[config.mk]
export PLATFORM = sky130hd
export DESIGN_NAME = subtrator_serial
export DESIGN_NICKNAME = d
export VERILOG_FILES = /design/src/rtl/subtrator_serial.sv
export SDC_FILE = /design/constraint.sdc
export NUM_CORES = 1
export LEC_CHECK = 0
export BUFFER_PORTS_ARGS = -buffer_cell sky130_fd_sc_hd__buf_4
export CORE_MARGIN = 2
export CORE_UTILIZATION = 37
export CTS_CLUSTER_SIZE = 20
export DETAILED_ROUTE_END_ITERATION = 8
export GPL_TIMING_DRIVEN = 0
export PLACE_DENSITY = 0.67
export SLEW_MARGIN = 40
export SYNTH_ARGS = -nofsm -noshare
export SYNTH_HDL_FRONTEND = slang
export SYNTH_SLANG_ARGS = --single-unit
export TNS_END_PERCENT = 10
[constraint.sdc]
create_clock -name clk -period 11.5 [get_ports clk]
set_input_delay 0.575 -clock clk [delete_from_list [all_inputs] [get_ports clk]]
set_output_delay 0.575 -clock clk [all_outputs]
set_load 0.005 [all_outputs]
[src/rtl/subtrator_serial.sv]
// Multi-cycle unsigned subtractor: A - B, W bits per clock, borrow carried between chunks.
// Optional macro SUBTRATOR_OVERFLOW_EN adds a signed-overflow output 'ovf'.
module subtrator_serial #(
    parameter int N = 64,
    parameter int W = 8
) (
    input  logic         clk,
    input  logic         reset,
    input  logic         start,
    input  logic [N-1:0] A,
    input  logic [N-1:0] B,
    output logic         busy,
    output logic         done,
    output logic [N:0]   RES
`ifdef SUBTRATOR_OVERFLOW_EN
    ,
    output logic         ovf
`endif
);

    localparam int CHUNKS = N / W;
    localparam int IDXW   = (CHUNKS > 1) ? $clog2(CHUNKS) : 1;

    if ((W < 1) || ((N % W) != 0)) begin : g_bad_param
        $error("subtrator_serial: N (%0d) must be an integer multiple of W (%0d)", N, W);
    end

    typedef enum logic {
        IDLE,
        RUN
    } state_t;

    state_t          state_q, state_d;
    logic [IDXW-1:0] idx_q, idx_d;
    logic            borrow_q, borrow_d;
    logic [N-1:0]    a_q, a_d;
    logic [N-1:0]    b_q, b_d;
    logic [N-1:0]    shadow_q, shadow_d;
    logic [N:0]      res_q, res_d;
    logic            done_q, done_d;
    logic [W:0]      diff;
    logic            lastChunk;
`ifdef SUBTRATOR_OVERFLOW_EN
    logic            ovf_q, ovf_d;
`endif

    always_ff @(posedge clk) begin
        if (reset) begin
            state_q  <= IDLE;
            idx_q    <= '0;
            borrow_q <= 1'b0;
            a_q      <= '0;
            b_q      <= '0;
            shadow_q <= '0;
            res_q    <= '0;
            done_q   <= 1'b0;
`ifdef SUBTRATOR_OVERFLOW_EN
            ovf_q    <= 1'b0;
`endif
        end else begin
            state_q  <= state_d;
            idx_q    <= idx_d;
            borrow_q <= borrow_d;
            a_q      <= a_d;
            b_q      <= b_d;
            shadow_q <= shadow_d;
            res_q    <= res_d;
            done_q   <= done_d;
`ifdef SUBTRATOR_OVERFLOW_EN
            ovf_q    <= ovf_d;
`endif
        end
    end

    // Chunks accumulate in shadow_q; RES only changes at the completion edge.
    always_comb begin
        state_d   = state_q;
        idx_d     = idx_q;
        borrow_d  = borrow_q;
        a_d       = a_q;
        b_d       = b_q;
        shadow_d  = shadow_q;
        res_d     = res_q;
        done_d    = 1'b0;
`ifdef SUBTRATOR_OVERFLOW_EN
        ovf_d     = ovf_q;
`endif
        diff      = {1'b0, a_q[int'(idx_q) * W +: W]}
                  - {1'b0, b_q[int'(idx_q) * W +: W]}
                  - {{W{1'b0}}, borrow_q};
        lastChunk = (idx_q == IDXW'(CHUNKS - 1));

        case (state_q)
            IDLE: begin
                if (start) begin
                    state_d  = RUN;
                    a_d      = A;
                    b_d      = B;
                    borrow_d = 1'b0;
                    idx_d    = '0;
                end
            end
            RUN: begin
                shadow_d[int'(idx_q) * W +: W] = diff[W-1:0];
                borrow_d = diff[W];
                idx_d    = idx_q + 1'b1;
                if (lastChunk) begin
                    state_d = IDLE;
                    idx_d   = '0;
                    res_d   = {diff[W], shadow_d};
                    done_d  = 1'b1;
`ifdef SUBTRATOR_OVERFLOW_EN
                    ovf_d   = (a_q[N-1] != b_q[N-1]) && (shadow_d[N-1] != a_q[N-1]);
`endif
                end
            end
            default: state_d = IDLE;
        endcase
    end

    assign busy = (state_q == RUN);
    assign done = done_q;
    assign RES  = res_q;
`ifdef SUBTRATOR_OVERFLOW_EN
    assign ovf  = ovf_q;
`endif

endmodule

Yosys cells after proc, flatten, opt, wreduce, memory -nomap -nowiden
Cells that the tools add are included.
{"block": "word_totals", "regBits": 263, "input_bits": 131}
{"block": "classes", "addsub": 4, "reduce_logical": 3, "eq_ne": 2, "shifts": 4, "n_bitwise": 1, "mux": 10}
{"op": "indexed part select 64 x 7 -> 8 bit", "count": 2}
{"op": "bitwise mux 64 bit", "count": 1}
{"op": "variable shift 8 x 33 -> 64 bit (first input constant)", "count": 1}
{"op": "indexed part select 8 x 33 -> 64 bit", "count": 1}
{"op": "negation 6 -> 33 bit", "count": 1}
{"op": "subtractor 8 x 8 -> 9 bit", "count": 1}
{"op": "subtractor 9 x 1 -> 9 bit", "count": 1}
{"op": "two-way mux 3 bit", "count": 2}
{"op": "one-hot mux 3 bit (2 select lines)", "count": 1}
{"op": "two-way mux 1 bit", "count": 4}
{"op": "one-hot mux 1 bit (2 select lines)", "count": 2}
{"op": "AND reduction 2 bit", "count": 2}
{"op": "adder 3 x 1 -> 3 bit (second input constant)", "count": 1}
{"op": "== test 3 bit (second input constant)", "count": 1}
{"op": "!= test 2 bit (second input constant)", "count": 1}
{"op": "OR reduction 2 bit", "count": 1}
{"op": "inverter 1 bit", "count": 1}

Logic depth before layout (Yosys ltp)
Gate-level depths: netlist of the first run.
{"block": "logic_depth", "depth_word": 5, "ltp_mapped": 15, "depth_no_buf": 12}

Worst setup path before layout of the first run
No wires, ideal clock.
{"block": "synth_path", "path_type": "reg-to-reg", "start": "reg idx_q[0]", "end": "reg res_q[14], in the netlist RES[14]", "path_stages_with_launch": 15, "period_less_slack_ns": 3.874, "arrival_time_ns": 3.773, "path_buffers": 3, "setup_slack_ns": 7.626, "path_cell_list": "dfxtp_1 buf_6 buf_2 buf_2 mux4_2 nand2_1 nand2_1 fa_1 fa_1 nand2b_1 a21oi_1 o21bai_1 a21oi_4 xor2_1 o41ai_1"}
{"block": "synth_between", "elab_chain_len": 5, "elab_cells_between_ends": 10, "cone_classes": "3 x add/sub; 1 x eq/ne; 4 x shift; 1 x mux; 1 x reduce/logical"}
{"element": "start: declaration", "line": "34", "text": "logic [IDXW-1:0] idx_q, idx_d;"}
{"element": "start signal: assignment", "line": "62", "text": "idx_q <= idx_d;"}
{"element": "indexed part select 64 x 7 -> 8 bit, on equally long branches", "line": "88, 89"}
{"element": "subtractor 8 x 8 -> 9 bit", "line": "89", "text": "- {1'b0, b_q[int'(idx_q) * W +: W]}"}
{"element": "subtractor 9 x 1 -> 9 bit", "line": "90", "text": "- {{W{1'b0}}, borrow_q};"}
{"element": "indexed part select 8 x 33 -> 64 bit", "line": "104", "text": "shadow_d[int'(idx_q) * W +: W] = diff[W-1:0];"}
{"element": "bitwise mux 64 bit", "line": "104"}
{"element": "end signal: assignment", "line": "67", "text": "res_q <= res_d;"}
{"element": "end: declaration", "line": "39", "text": "logic [N:0] res_q, res_d;"}
Several ways; a longest one is shown, not always the timed one.
A chain may end at the register's enable or synchronous reset.

Worst setup path in the final report of the first run
{"block": "layout_path", "start": "reg idx_q[0]", "end": "reg res_q[22], in the netlist RES[22]"}
Same word-level chain as after synthesis.

==> impl_summary.log, run 1 <==
INFO  metric status = complete, no violations
INFO  metric gpl.final_weighted_congestion = 0.881
INFO  metric routedWlPerCell = 18.3 um
INFO  metric cts.htree.levels = 1
INFO  metric die_w = 178 um
INFO  metric critical-path-slowest-cell = sky130_fd_sc_hd__mux4_2
INFO  metric drc_errors = 0
INFO  metric p_per_area = 166 mW/mm2
INFO  metric worst-setup-path-type = reg -> reg
INFO  metric antenna_found_initial = 0
INFO  metric cts_inserted_buffers = 29
INFO  metric max_freq = 207 MHz
INFO  metric num_vias = 10,400
INFO  metric hold_path.startpoint = B[63]
INFO  metric yosys.area.top_type = sky130_fd_sc_hd__dfxtp_1
INFO  metric worstHoldPathType = in -> reg
INFO  metric grt_use_total = 22.2%
INFO  metric worstMarginPinSlew = 0.823 ns
INFO  metric fin_crit_sh = 42.1%
INFO  metric cts-root-buf = sky130_fd_sc_hd__clkbuf_16
INFO  metric period_minus_slack = 4.84 ns
INFO  metric yosysWarnings = 0
INFO  metric critPathLaunchType = flop
INFO  metric final-setup-viol-count = 0
INFO  metric hold_depth = 3
INFO  metric die_area = 0.0318 mm2
INFO  metric synthDominantCellAreaShare = 46.8%
INFO  metric register_clock_pin_slew_on_the_reported_worst_setup_and_hold_paths = 0.06 ns
INFO  metric worst_ep_required_time = 11.89 ns
INFO  metric register_area = 0.00527 mm2
INFO  metric port_buffers = 196
INFO  metric fin_worst_skew = 0.00746 ns
INFO  metric rsz0062_at_grt = no
INFO  metric first_pass_drt_iterations = 5
INFO  metric cts_num_sinks = 263
INFO  metric timing.critical_path.buf_inv = 3
INFO  metric setup.worst_path.end_class = flop
INFO  metric avgSynthCellArea = 8.60 um2
INFO  metric timing.critical_path.slowest_cell_delay = 0.55 ns
INFO  metric path_cells = buf_6 -> buf_2 -> buf_2 -> mux4_2 -> nand2_1 -> nand2_1 -> fa_1 -> fa_1 -> nand2b_1 -> a21oi_1 -> o21bai_1 -> a21oi_4 -> xor2_1 -> o41ai_1
INFO  metric antenna_cells = 0
INFO  metric worst-endpoint-arrival = 5.23 ns
INFO  metric report.final.hold_viol_count = 0
INFO  metric start_util = 37.8%
INFO  metric num_rows = 63
INFO  metric critical_path_origin = idx_q[0]
INFO  metric synth_edf_count = 0
INFO  metric timing.rr.end = RES[22]
INFO  metric p_leak = 5.60 nW
INFO  metric crit_fanout = 10
INFO  metric detail_route.vias_per_cell = 5.32
INFO  metric layout-area-overhead-vs-synth = 27.3%
INFO  metric drt-total-wl = 35.6 mm
INFO  metric worst-r2r-setup-slack = 6.66 ns
INFO  metric slew_headroom = 45.2%
INFO  metric fraction_of_synthesis_flops_using_an_asynchronous_set_or_reset_pin = 0%
INFO  metric final-max-slew-violation-count = 0
INFO  metric postcts_setup_bufs = 0
INFO  metric ff2ff_path_depth = 14
INFO  metric critical_path.reg2reg.startpoint = idx_q[0]
INFO  metric layout_commonest_cell = sky130_fd_sc_hd__nand2_1
INFO  metric cts-root-to-sink-buffers = 3
INFO  metric synth.net_count = 1,460
INFO  metric yosys_most_used_dff = sky130_fd_sc_hd__dfxtp_1
INFO  metric setup_tns = 0 ns
INFO  metric num-fill-cells = 2,963
INFO  metric top_ports = 198
INFO  metric multi_input_area = 0.00550 mm2
INFO  metric cts_tree = done
INFO  metric critPathTopFamily = buffers and inverters
INFO  metric grt_max_degree = 14
INFO  metric syn-instance-count = 1,308
INFO  metric total_overflow_reported_by_the_global_router = 0
INFO  metric die_height = 178 um
INFO  metric clock_latency = 0.54 ns
INFO  metric min_delay_worst_endpoint = b_q[63]
INFO  metric final_layout_size_suffix_gt1_share = 19.9%
INFO  metric fp.coreArea = 0.0298 mm2
INFO  metric layout_common_cells = 363 x sky130_fd_sc_hd__nand2_1, 263 x sky130_fd_sc_hd__dfxtp_1, 199 x sky130_fd_sc_hd__buf_4
INFO  metric cts-hold-fix-buffers = 0
INFO  metric peakVddDrop = 0.138 mV
INFO  metric grt_pass1_wl = 55.1 mm
INFO  metric drtIter0Drc = 869
INFO  metric synth.distinct_cells = 62
INFO  metric synth_top_cells_by_area = sky130_fd_sc_hd__dfxtp_1 47%, sky130_fd_sc_hd__nand2_1 12%, sky130_fd_sc_hd__a21oi_1 7.6%
INFO  metric dp.final_hpwl = 26.3 mm
INFO  metric ys_ff_latch = 263
INFO  metric number_of_global_route_vias_before_repair = 10,100
INFO  metric synth_seq_area_share = 46.8%
INFO  metric cts_repair_resize_count = 0
INFO  metric drv_cap = 0
INFO  metric route.antenna.remaining_nets = 0
INFO  metric fin_hold_ws = 0.282 ns
INFO  metric num-nets-final = 1,687
INFO  metric synth.cell_area = 0.0113 mm2
-- worst register-to-register path, delay by kind of cell, from the launching register on --
family	cells	cell delay [ns]
adders and majority gates	2	0.88
DFF	1	0.43
and+or+nand+nor	3	0.33
muxes	1	0.56
buffers and inverters	3	1.06
xor gates and xnor gates	1	0.56
AOI/OAI and AO/OA	4	0.89
-- power breakdown --
group / switching [W] / total, W / internal (W)
clock: 0.000380 / 0.00107 / 0.000686
combinational: 0.000216 / 0.000346 / 0.000130
sequential: 0.0000188 / 0.000965 / 0.000946
total: 0.000615 / 0.00238 / 0.00176
-- registers in the layout (all words and copies together), names as in the netlist --
| signal | count |
|---|---|
| idx_q | 3 |
| b_q | 64 |
| shadow_q | 64 |
| busy | 1 |
| borrow_q | 1 |
| a_q | 64 |
| RES | 65 |
| done | 1 |
-- metal layers --
metal / GRT usage, % / vias up / share of wire, %
li1: - / 5020 / -
met4: 5.35 / 0 / 2.0
met5: 0 / - / 0
met1: 29.5 / 4851 / 43
met3: 3.77 / 51 / 7.6
met2: 37.7 / 430 / 47
-- cell usage after synthesis, types with 4 or more instances --
library cell / n
sky130_fd_sc_hd__nand4_1: 5
sky130_fd_sc_hd__a32oi_1: 11
sky130_fd_sc_hd__nor3_1: 27
sky130_fd_sc_hd__a21oi_1: 171
sky130_fd_sc_hd__nand2_1: 363
sky130_fd_sc_hd__buf_1: 12
sky130_fd_sc_hd__a22oi_1: 24
sky130_fd_sc_hd__o21ai_0: 43
sky130_fd_sc_hd__and2_1: 7
sky130_fd_sc_hd__o41ai_1: 10
sky130_fd_sc_hd__a211oi_1: 19
sky130_fd_sc_hd__nand2b_1: 6
sky130_fd_sc_hd__nor2_1: 55
sky130_fd_sc_hd__or4_1: 4
sky130_fd_sc_hd__mux2i_1: 25
sky130_fd_sc_hd__mux4_2: 30
sky130_fd_sc_hd__dfxtp_1: 263
sky130_fd_sc_hd__o31ai_1: 34
sky130_fd_sc_hd__ha_1: 19
sky130_fd_sc_hd__nor2b_1: 5
sky130_fd_sc_hd__nand3_1: 21
sky130_fd_sc_hd__buf_2: 6
sky130_fd_sc_hd__inv_1: 18
sky130_fd_sc_hd__and3_1: 4
sky130_fd_sc_hd__clkbuf_1: 72
-- metrics by stage --
stage | utilization (%) | setup slack [ns] | cell area [um2] | total power, W | instances
after global placement | 44.3 | 6.79 | 13200 | 0.00132 | 1894
after floorplan | - | 7.63 | 11300 | 0.00120 | 1308
after global routing | 48.1 | 6.41 | 14300 | 0.00246 | 1947
final | 48.1 | 6.66 | 14300 | 0.00238 | 1947
after CTS | 48.1 | 6.68 | 14300 | 0.00238 | 1947
after detailed placement | 44.3 | 6.71 | 13200 | 0.00132 | 1894
-- cell families after synthesis --
family                     count (synthesis)  share of synthesized area [%]
AOI/OAI and AO/OA                        331                           18.2
xor gates and xnor gates                   6                          0.701
adders and majority gates                 21                           2.47
buffers and inverters                    118                           4.34
DFF                                      263                           46.8
muxes                                     57                           8.46
and+or+nand+nor                          512                           19.0
-- area by class of cell --
type                       count  area share (%)
multi-input combinational    927            38.4
sequential                   263            36.8
timing repair buffer         196            10.3
clock buffer                  39            5.82
tap                          390            3.41
buffer                        99            2.91
clock inverter                14            1.96
inverter                      19           0.498
-- how the worst max path moves through the flow --
stage | endpoint | slack, ns | cells after the start
2_1_floorplan | RES[14] | 7.63 | 14
3_3_place_gp | shadow_q[47] | 6.79 | 15
3_5_place_dp | shadow_q[14] | 6.71 | 14
4_1_cts | shadow_q[31] | 6.68 | 15
5_1_grt | RES[30] | 6.41 | 14
6_report | RES[22] | 6.66 | 14
Power figures use the tool's default switching activity.
==> inputs of run 2 (changes only) <==
--- a/config.mk
+++ b/config.mk
@@ -5,6 +5,7 @@
 export SDC_FILE = /design/constraint.sdc
 export NUM_CORES = 1
 export LEC_CHECK = 0
+export ABC_AREA = 1
 export BUFFER_PORTS_ARGS = -buffer_cell sky130_fd_sc_hd__buf_4
 export CORE_MARGIN = 2
 export CORE_UTILIZATION = 37
==> constraint.sdc (replaced) <==
create_clock -name clk -period 5.1 [get_ports clk]
set_input_delay 0.255 -clock clk [delete_from_list [all_inputs] [get_ports clk]]
set_output_delay 0.255 -clock clk [all_outputs]
set_load 0.005 [all_outputs]
==> run 2 against run 1 <==
Design area increased by 5.7%; synthesized cell count is 19% higher; core utilization up 1.8 points; critical path type unchanged; largest power group is now registers.
==> impl_summary.log, run 2 <==
INFO  metric synth.distinct_cells = 38 (was 62)
INFO  metric p_leak = 6.45 nW (was 5.60 nW)
INFO  metric synth.top_cells.by_count = 355 x sky130_fd_sc_hd__nor2_1, 307 x sky130_fd_sc_hd__o21ai_0, 263 x sky130_fd_sc_hd__dfxtp_1 (was 363 x sky130_fd_sc_hd__nand2_1, 263 x sky130_fd_sc_hd__dfxtp_1, 171 x sky130_fd_sc_hd__a21oi_1)
INFO  metric cts_tree = done (unchanged)
INFO  metric slew_headroom = 48.5% (was 45.2%)
INFO  metric postcts_setup_bufs = 0 (unchanged)
INFO  metric route.antenna.remaining_nets = 0 (unchanged)
INFO  metric rsz0062_at_grt = no (unchanged)
INFO  metric synth_top_cells_by_area = sky130_fd_sc_hd__dfxtp_1 46%, sky130_fd_sc_hd__o21ai_0 14%, sky130_fd_sc_hd__nor2_1 12% (was sky130_fd_sc_hd__dfxtp_1 47%, sky130_fd_sc_hd__nand2_1 12%, sky130_fd_sc_hd__a21oi_1 7.6%)
INFO  metric die_height = 179 um (was 178 um)
INFO  metric cts-root-buf = sky130_fd_sc_hd__clkbuf_16 (unchanged)
INFO  metric grt_max_degree = 14 (unchanged)
INFO  metric gr-usage-met2 = 39.7% (was 37.7%)
INFO  metric layout_common_cells = 354 x sky130_fd_sc_hd__nor2_1, 307 x sky130_fd_sc_hd__o21ai_0, 263 x sky130_fd_sc_hd__dfxtp_1 (was 363 x sky130_fd_sc_hd__nand2_1, 263 x sky130_fd_sc_hd__dfxtp_1, 199 x sky130_fd_sc_hd__buf_4)
INFO  metric worst-setup-path-type = reg -> reg (unchanged)
INFO  metric layout_commonest_cell = sky130_fd_sc_hd__nor2_1 (was sky130_fd_sc_hd__nand2_1)
INFO  metric yosys_most_used_dff = sky130_fd_sc_hd__dfxtp_1 (unchanged)
INFO  metric max_ffs_per_register = 65 (unchanged)
INFO  metric cts.htree.levels = 1 (unchanged)
INFO  metric cts_num_sinks = 263 (unchanged)
INFO  metric fp.coreArea = 0.0303 mm2 (was 0.0298 mm2)
INFO  metric report.final.hold_viol_count = 0 (unchanged)
INFO  metric worstHoldPathType = in -> reg (unchanged)
INFO  metric drv_cap = 0 (unchanged)
INFO  metric top_ports = 198 (unchanged)
INFO  metric num-nets-final = 2,026 (was 1,687)
INFO  metric worst_ep_required_time = 5.55 ns (was 11.89 ns)
INFO  metric drtIter0Drc = 950 (was 869)
INFO  metric number_of_global_route_vias_before_repair = 11,100 (was 10,100)
INFO  metric yosys.area.top_type = sky130_fd_sc_hd__dfxtp_1 (unchanged)
INFO  metric num_vias = 11,600 (was 10,400)
INFO  metric fin_worst_skew = 0.0102 ns (was 0.00746 ns)
INFO  metric grt_use_total = 23.4% (was 22.2%)
INFO  metric critPathLaunchType = flop (unchanged)
INFO  metric gpl.final_weighted_congestion = 0.908 (was 0.881)
INFO  metric final-max-slew-violation-count = 0 (unchanged)
INFO  metric most_repeated_library_cell_on_the_critical_path = sky130_fd_sc_hd__nand2_1
INFO  metric start_util = 37.4% (was 37.8%)
INFO  metric first_pass_drt_iterations = 8 (was 5)
INFO  metric synth_most_common_cell = sky130_fd_sc_hd__nor2_1 (was sky130_fd_sc_hd__nand2_1)
INFO  metric ff2ff_path_depth = 20 (was 14)
INFO  metric synth.cell_area = 0.0113 mm2 (about the same)
INFO  metric timing.critical_path.slowest_cell_delay = 0.55 ns (about the same)
INFO  metric fin_crit_sh = 91.1% (was 42.1%)
INFO  metric synth.net_count = 1,707 (was 1,460)
INFO  metric layout-area-overhead-vs-synth = 33.5% (was 27.3%)
INFO  metric crit_fanout = 10 (unchanged)
INFO  metric avgSynthCellArea = 7.29 um2 (was 8.60 um2)
INFO  metric final-setup-viol-count = 0 (unchanged)
INFO  metric worstMarginPinSlew = 0.772 ns (was 0.823 ns)
INFO  metric register_clock_pin_slew_on_the_reported_worst_setup_and_hold_paths = 0.06 ns (about the same)
INFO  metric cts-root-to-sink-buffers = 3 (unchanged)
INFO  metric antenna_cells = 0 (unchanged)
INFO  metric grt_pass1_wl = 58.7 mm (was 55.1 mm)
INFO  metric path_cells = clkbuf_2 -> clkbuf_1 -> o21ai_0 -> o22ai_1 -> o21ai_0 -> fa_1 -> fa_1 -> o21ai_0 -> nand2_1 -> nand2_1 -> nand2_1 -> nand2_1 -> nand2_1 -> nand2_1 -> nand2_1 -> nor2_2 -> nand2_1 -> nand2_1 -> o21ai_0 -> o21ai_0 (was buf_6 -> buf_2 -> buf_2 -> mux4_2 -> nand2_1 -> nand2_1 -> fa_1 -> fa_1 -> nand2b_1 -> a21oi_1 -> o21bai_1 -> a21oi_4 -> xor2_1 -> o41ai_1)
INFO  metric period_minus_slack = 4.65 ns (was 4.84 ns)
INFO  metric grt_most_used_layer = met2 (unchanged)
INFO  metric die_area = 0.0321 mm2 (was 0.0318 mm2)
INFO  metric setup_tns = 0 ns (unchanged)
INFO  metric synth_seq_area_share = 46.4% (was 46.8%)
INFO  metric hold_depth = 3 (unchanged)
INFO  metric num_rows = 64 (was 63)
INFO  metric die_w = 179 um (was 178 um)
INFO  metric worst-r2r-setup-slack = 0.45 ns (was 6.66 ns)
INFO  metric grt_util_met1 = 29.5% (about the same)
INFO  metric synth_edf_count = 0 (unchanged)
INFO  metric setup.worst_path.end_class = flop (unchanged)
INFO  metric syn-instance-count = 1,555 (was 1,308)
INFO  metric total_overflow_reported_by_the_global_router = 0 (unchanged)
INFO  metric final_layout_size_suffix_gt1_share = 16.3% (was 19.9%)
INFO  metric clock_latency = 0.54 ns (about the same)
INFO  metric routedWlPerCell = 16.5 um (was 18.3 um)
INFO  metric drc_errors = 0 (unchanged)
INFO  metric cts_inserted_buffers = 27 (was 29)
INFO  metric power.total = 0.00523 W (was 0.00238 W)
INFO  metric antenna_found_initial = 0 (unchanged)
INFO  metric ys_ff_latch = 263 (unchanged)
INFO  metric max_freq = 215 MHz (was 207 MHz)
INFO  metric status = complete, no violations (unchanged)
INFO  metric dp.final_hpwl = 28.1 mm (was 26.3 mm)
INFO  metric p_per_area = 345 mW/mm2 (was 166 mW/mm2)
INFO  metric globalRouteMet3Util = 3.86% (was 3.77%)
INFO  metric synthDominantCellAreaShare = 46.4% (was 46.8%)
INFO  metric worst-endpoint-arrival = 5.10 ns (was 5.23 ns)
INFO  metric yosysWarnings = 0 (unchanged)
INFO  metric critical-path-slowest-cell = sky130_fd_sc_hd__dfxtp_1 (was sky130_fd_sc_hd__mux4_2)
INFO  metric peakVddDrop = 0.226 mV (was 0.138 mV)
INFO  metric fraction_of_synthesis_flops_using_an_asynchronous_set_or_reset_pin = 0% (unchanged)
INFO  metric drt-total-wl = 37.8 mm (was 35.6 mm)
INFO  metric port_buffers = 197 (was 196)
INFO  metric detail_route.vias_per_cell = 5.06 (was 5.32)
## run 2: worst paths after layout
kind,startpoint,to
setup reg to reg,idx_q[0],RES[22]
hold reg to reg,RES[30],RES[30]
setup / recovery,idx_q[0],RES[22]
hold / removal,B[24],b_q[24]
## run 2: worst max-delay path: cells and delay by family, from the launching register on
family | cells | cell delay, ns
buf+inv | 2 | 0.90
fa+ha+maj | 2 | 0.93
compound gates | 6 | 1.10
simple gates | 10 | 1.10
flops | 1 | 0.55
## run 2: stage by stage
stage / cells / util, % / hold WS [ns] / cell area, um2 / setup slack, ns
after detailed placement: 2148 / 43.9 / 0.446 / 13300 / 0.368
after floorplan: 1555 / - / 0.357 / 11300 / 1.55
final: 2288 / 49.9 / 0.00416 / 15100 / 0.454
after CTS: 2289 / 49.9 / 0.000525 / 15200 / 0.360
after global placement: 2148 / 43.9 / 0.441 / 13300 / 0.470
after global routing: 2288 / 49.9 / 0.00611 / 15100 / 0.171
## run 2: area by class of cell
class / instances / area [um2]
Fill cell: 2917 / 15200
Multi-Input combinational cell: 1093 / 5310
Clock buffer: 40 / 825
Timing Repair Buffer: 291 / 2420
Tap cell: 396 / 495
Inverter: 90 / 338
Clock inverter: 7 / 65.1
Sequential cell: 263 / 5270
Buffer: 108 / 428
## run 2: layer usage
metal	vias up	share of wire, %	wire length, um
li1	5746	-	-
met1	5211	42	15800
met2	502	46	17500
met3	109	7.5	2840
met4	0	4.4	1670
met5	-	0	0
## run 2: cell families after synthesis
group                    synth area share, %
multiplexers                           0.706
adder cells (fa/ha/maj)                 2.45
AND/OR/NAND/NOR                         22.3
flip-flops                              46.4
XOR/XNOR                               0.364
buffers and inverters                   6.77
AO/OA/AOI/OAI                           21.0
## run 2: repair_timing
item                                    4_1_cts  5_1_grt
gates resized for setup                       0        2
hold buffers                                 94        0
endpoints found under the setup margin        0        5
endpoints found under the hold margin        94        0
## run 2: where the power goes
| part | total (W) | switching, W | internal [W] |
|---|---|---|---|
| clock | 0.00197 | 0.000811 | 0.00116 |
| sequential | 0.00225 | 0.0000707 | 0.00218 |
| combinational | 0.00101 | 0.000625 | 0.000384 |
| total | 0.00523 | 0.00151 | 0.00372 |
==> inputs of run 3 (changes only) <==
--- a/config.mk
+++ b/config.mk
@@ -12,7 +12,7 @@
 export CTS_CLUSTER_SIZE = 20
 export DETAILED_ROUTE_END_ITERATION = 8
 export GPL_TIMING_DRIVEN = 0
-export PLACE_DENSITY = 0.67
+export PLACE_DENSITY = 0.69
 export SLEW_MARGIN = 40
 export SYNTH_ARGS = -nofsm -noshare
 export SYNTH_HDL_FRONTEND = slang
==> constraint.sdc (replaced) <==
create_clock -name clk -period 4 [get_ports clk]
set_input_delay 0.2 -clock clk [delete_from_list [all_inputs] [get_ports clk]]
set_output_delay 0.2 -clock clk [all_outputs]
set_load 0.005 [all_outputs]
==> run 3 against run 2 <==
Non-clock buffer count rose by 40; core utilization rose by 2.0 points; sequential share of layout area fell by 1.3 points; clock skew rose by 0.0068 ns; highest routed layer unchanged; die area did not move; global-route usage rose by 1.0 points; routed wire length rose by 5.8%; worst hold slack improved by 0.44 ns; largest cell class unchanged; register-to-register slack got worse by 0.26 ns; fmax rose by 22%.
==> impl_summary.log, run 3 (synthesis gave the netlist of run 2 again) <==
INFO  metric status = complete, no violations (unchanged)
INFO  metric number_of_global_route_vias_before_repair = 11,500 (was 11,100)
INFO  metric drt-total-wl = 40.0 mm (was 37.8 mm)
INFO  metric peakVddDrop = 0.303 mV (was 0.226 mV)
INFO  metric detail_route.vias_per_cell = 5.12 (was 5.06)
INFO  metric fin_worst_skew = 0.0171 ns (was 0.0102 ns)
INFO  metric die_area = 0.0321 mm2 (unchanged)
INFO  metric critPathLaunchType = flop (unchanged)
INFO  metric num-nets-final = 2,067 (was 2,026)
INFO  metric antenna_cells = 0 (unchanged)
INFO  metric antenna_found_initial = 0 (unchanged)
INFO  metric period_minus_slack = 3.80 ns (was 4.65 ns)
INFO  metric cts_num_sinks = 263 (unchanged)
INFO  metric routedWlPerCell = 17.2 um (was 16.5 um)
INFO  metric p_per_area = 447 mW/mm2 (was 345 mW/mm2)
INFO  metric layout_commonest_cell = sky130_fd_sc_hd__nor2_1 (unchanged)
INFO  metric slew_headroom = 46.3% (was 48.5%)
INFO  metric met2_wirelength = 18.7 mm (was 17.5 mm)
INFO  metric place_inst = 2,148 (unchanged)
INFO  metric num_rows = 64 (unchanged)
INFO  metric cts.htree.levels = 1 (unchanged)
INFO  metric fin_crit_sh = 95.0% (was 91.1%)
INFO  metric final-setup-viol-count = 0 (unchanged)
INFO  metric die_height = 179 um (unchanged)
INFO  metric worst-setup-path-type = reg -> reg (unchanged)
INFO  metric first_pass_drt_iterations = 5 (was 8)
INFO  metric top_layer = met4 (unchanged)
INFO  metric route.layer.met1.wl = 16.8 mm (was 15.8 mm)
INFO  metric met3_wirelength = 2.81 mm (was 2.84 mm)
INFO  metric worstMarginPinSlew = 0.805 ns (was 0.772 ns)
INFO  metric crit_fanout = 10 (unchanged)
INFO  metric final-max-slew-violation-count = 0 (unchanged)
INFO  metric clock_latency = 0.55 ns (was 0.54 ns)
INFO  metric p_leak = 6.74 nW (was 6.45 nW)
INFO  metric multi_input_area = 0.00535 mm2 (was 0.00531 mm2)
INFO  metric most_repeated_library_cell_on_the_critical_path = sky130_fd_sc_hd__nand2_1 (unchanged)
INFO  metric top_ports = 198 (unchanged)
INFO  metric max_ffs_per_register = 65 (unchanged)
INFO  metric grt_use_total = 24.4% (was 23.4%)
INFO  metric fin_hold_ws = 0.444 ns (was 0.00416 ns)
INFO  metric grt_max_degree = 15 (was 14)
INFO  metric total_overflow_reported_by_the_global_router = 0 (unchanged)
INFO  metric cts_tree = done (unchanged)
INFO  metric drtIter0Drc = 943 (was 950)
INFO  metric cts-root-to-sink-buffers = 3 (unchanged)
INFO  metric setup.worst_path.end_class = flop (unchanged)
INFO  metric layout_common_cells = 354 x sky130_fd_sc_hd__nor2_1, 304 x sky130_fd_sc_hd__o21ai_0, 262 x sky130_fd_sc_hd__dfxtp_1 (was 354 x sky130_fd_sc_hd__nor2_1, 307 x sky130_fd_sc_hd__o21ai_0, 263 x sky130_fd_sc_hd__dfxtp_1)
INFO  metric grt_pass1_wl = 61.2 mm (was 58.7 mm)
INFO  metric final_layout_size_suffix_gt1_share = 17.9% (was 16.3%)
INFO  metric cts-root-buf = sky130_fd_sc_hd__clkbuf_16 (unchanged)
INFO  metric gpl.final_weighted_congestion = 0.927 (was 0.908)
INFO  metric max_freq = 263 MHz (was 215 MHz)
INFO  metric register_clock_pin_slew_on_the_reported_worst_setup_and_hold_paths = 0.06 ns (about the same)
INFO  metric timing.critical_path.slowest_cell_delay = 0.34 ns (was 0.55 ns)
INFO  metric route.antenna.remaining_nets = 0 (unchanged)
INFO  metric port_buffers = 197 (unchanged)
INFO  metric path_cells = buf_2 -> inv_1 -> buf_2 -> o21ai_0 -> o22ai_1 -> nor2_1 -> a31oi_1 -> ha_1 -> inv_1 -> ha_1 -> nand2_1 -> nor2_1 -> a211oi_2 -> nand2_4 -> xor2_2 -> nand2_2 -> nor2_2 -> nand2_1 -> nand2_1 -> nand2_1 -> a21oi_2 (was clkbuf_2 -> clkbuf_1 -> o21ai_0 -> o22ai_1 -> o21ai_0 -> fa_1 -> fa_1 -> o21ai_0 -> nand2_1 -> nand2_1 -> nand2_1 -> nand2_1 -> nand2_1 -> nand2_1 -> nand2_1 -> nor2_2 -> nand2_1 -> nand2_1 -> o21ai_0 -> o21ai_0)
INFO  metric report.final.hold_viol_count = 0 (unchanged)
INFO  metric worst_ep_required_time = 4.47 ns (was 5.55 ns)
INFO  metric dp.final_hpwl = 28.7 mm (was 28.1 mm)
INFO  metric cts_inserted_buffers = 28 (was 27)
INFO  metric worst-endpoint-arrival = 4.27 ns (was 5.10 ns)
INFO  metric register_area = 0.00527 mm2 (about the same)
INFO  metric start_util = 37.4% (unchanged)
INFO  metric fp.coreArea = 0.0303 mm2 (unchanged)
INFO  metric drc_errors = 0 (unchanged)
INFO  metric post_layout_nonfiller_instances = 2,333 (was 2,288)
INFO  metric worstHoldPathType = in -> reg (unchanged)
INFO  metric num-fill-cells = 2,938 (was 2,917)
INFO  metric drv_cap = 0 (unchanged)
INFO  metric layout-area-overhead-vs-synth = 38.9% (was 33.5%)
INFO  metric die_w = 179 um (unchanged)
INFO  metric num_vias = 12,000 (was 11,600)
INFO  metric critical-path-slowest-cell = sky130_fd_sc_hd__dfxtp_1 (unchanged)
==> run 3: cell types whose count changed in the layout (fill, tap and decap cells not counted), moves of 4 or more <==
cell | before | now
sky130_fd_sc_hd__dlygate4sd3_1 | 94 | 130
sky130_fd_sc_hd__clkbuf_1 | 90 | 72
sky130_fd_sc_hd__clkbuf_2 | 1 | 9
sky130_fd_sc_hd__clkbuf_4 | 0 | 6
sky130_fd_sc_hd__buf_2 | 11 | 15
==> run 3: power breakdown <==
part	leakage, nW	internal, W	switching [W]
Combinational	4.10	0.000538	0.000839
Clock	0.485	0.00169	0.00110
Sequential	2.16	0.00278	0.0000882
==> run 3: through the flow <==
stage / utilization [%] / setup WS, ns / cell area, um2 / setup TNS (ns) / power, W
floorplan: - / 0.452 / 11300 / 0 / 0.00369
global route: 51.9 / -0.0483 / 15800 / -0.107 / 0.00735
detailed placement: 43.9 / -0.887 / 13300 / -46.32 / 0.00413
CTS: 51.7 / 0.0263 / 15700 / 0 / 0.00701
global placement: 43.9 / -0.818 / 13300 / -40.21 / 0.00409
finish: 51.9 / 0.199 / 15800 / 0 / 0.00704
==> run 3: final cells by class <==
cell class / instances / area share (%)
Clock buffer: 38 / 5.20
Clock inverter: 14 / 1.19
Tap cell: 396 / 3.14
Sequential cell: 263 / 33.4
Timing Repair Buffer: 330 / 17.8
Buffer: 109 / 3.16
Multi-Input combinational cell: 1093 / 33.9
Inverter: 90 / 2.14
==> run 3: worst max-delay path, delay by kind of cell, from the launching register on <==
family	cells	cell delay, ns
xor gates and xnor gates	1	0.19
and+or+nand+nor	9	0.99
DFF	1	0.34
adders and majority gates	2	0.53
buffers and inverters	4	0.68
AOI/OAI and AO/OA	5	0.96
==> run 3: worst paths after layout <==
check / slack, ns / startpoint / cells past startpoint / to
setup / recovery: 0.20 / idx_q[1] / 21 / shadow_q[45]
hold / removal: 0.44 / B[20] / 4 / b_q[20]
setup reg to reg: 0.20 / idx_q[1] / 21 / shadow_q[45]
hold reg to reg: 0.45 / RES[46] / 2 / RES[46]
==> run 3: timing repair <==
| item | 4_1_cts | 5_1_grt |
|---|---|---|
| endpoints found under the setup margin | 115 | 53 |
| resized for setup | 31 | 27 |
| hold endpoints to repair | 133 | 0 |
| pin swaps | 0 | 1 |
| setup buffers | 1 | 2 |
| gates cloned | 0 | 0 |
| hold buffers | 130 | 0 |
==> run 3: layer usage <==
layer | global-route usage (%) | up-vias
met5 | 0 | -
met4 | 10.2 | 0
met3 | 3.54 | 119
met2 | 41.3 | 538
met1 | 31.2 | 5447
li1 | - | 5850
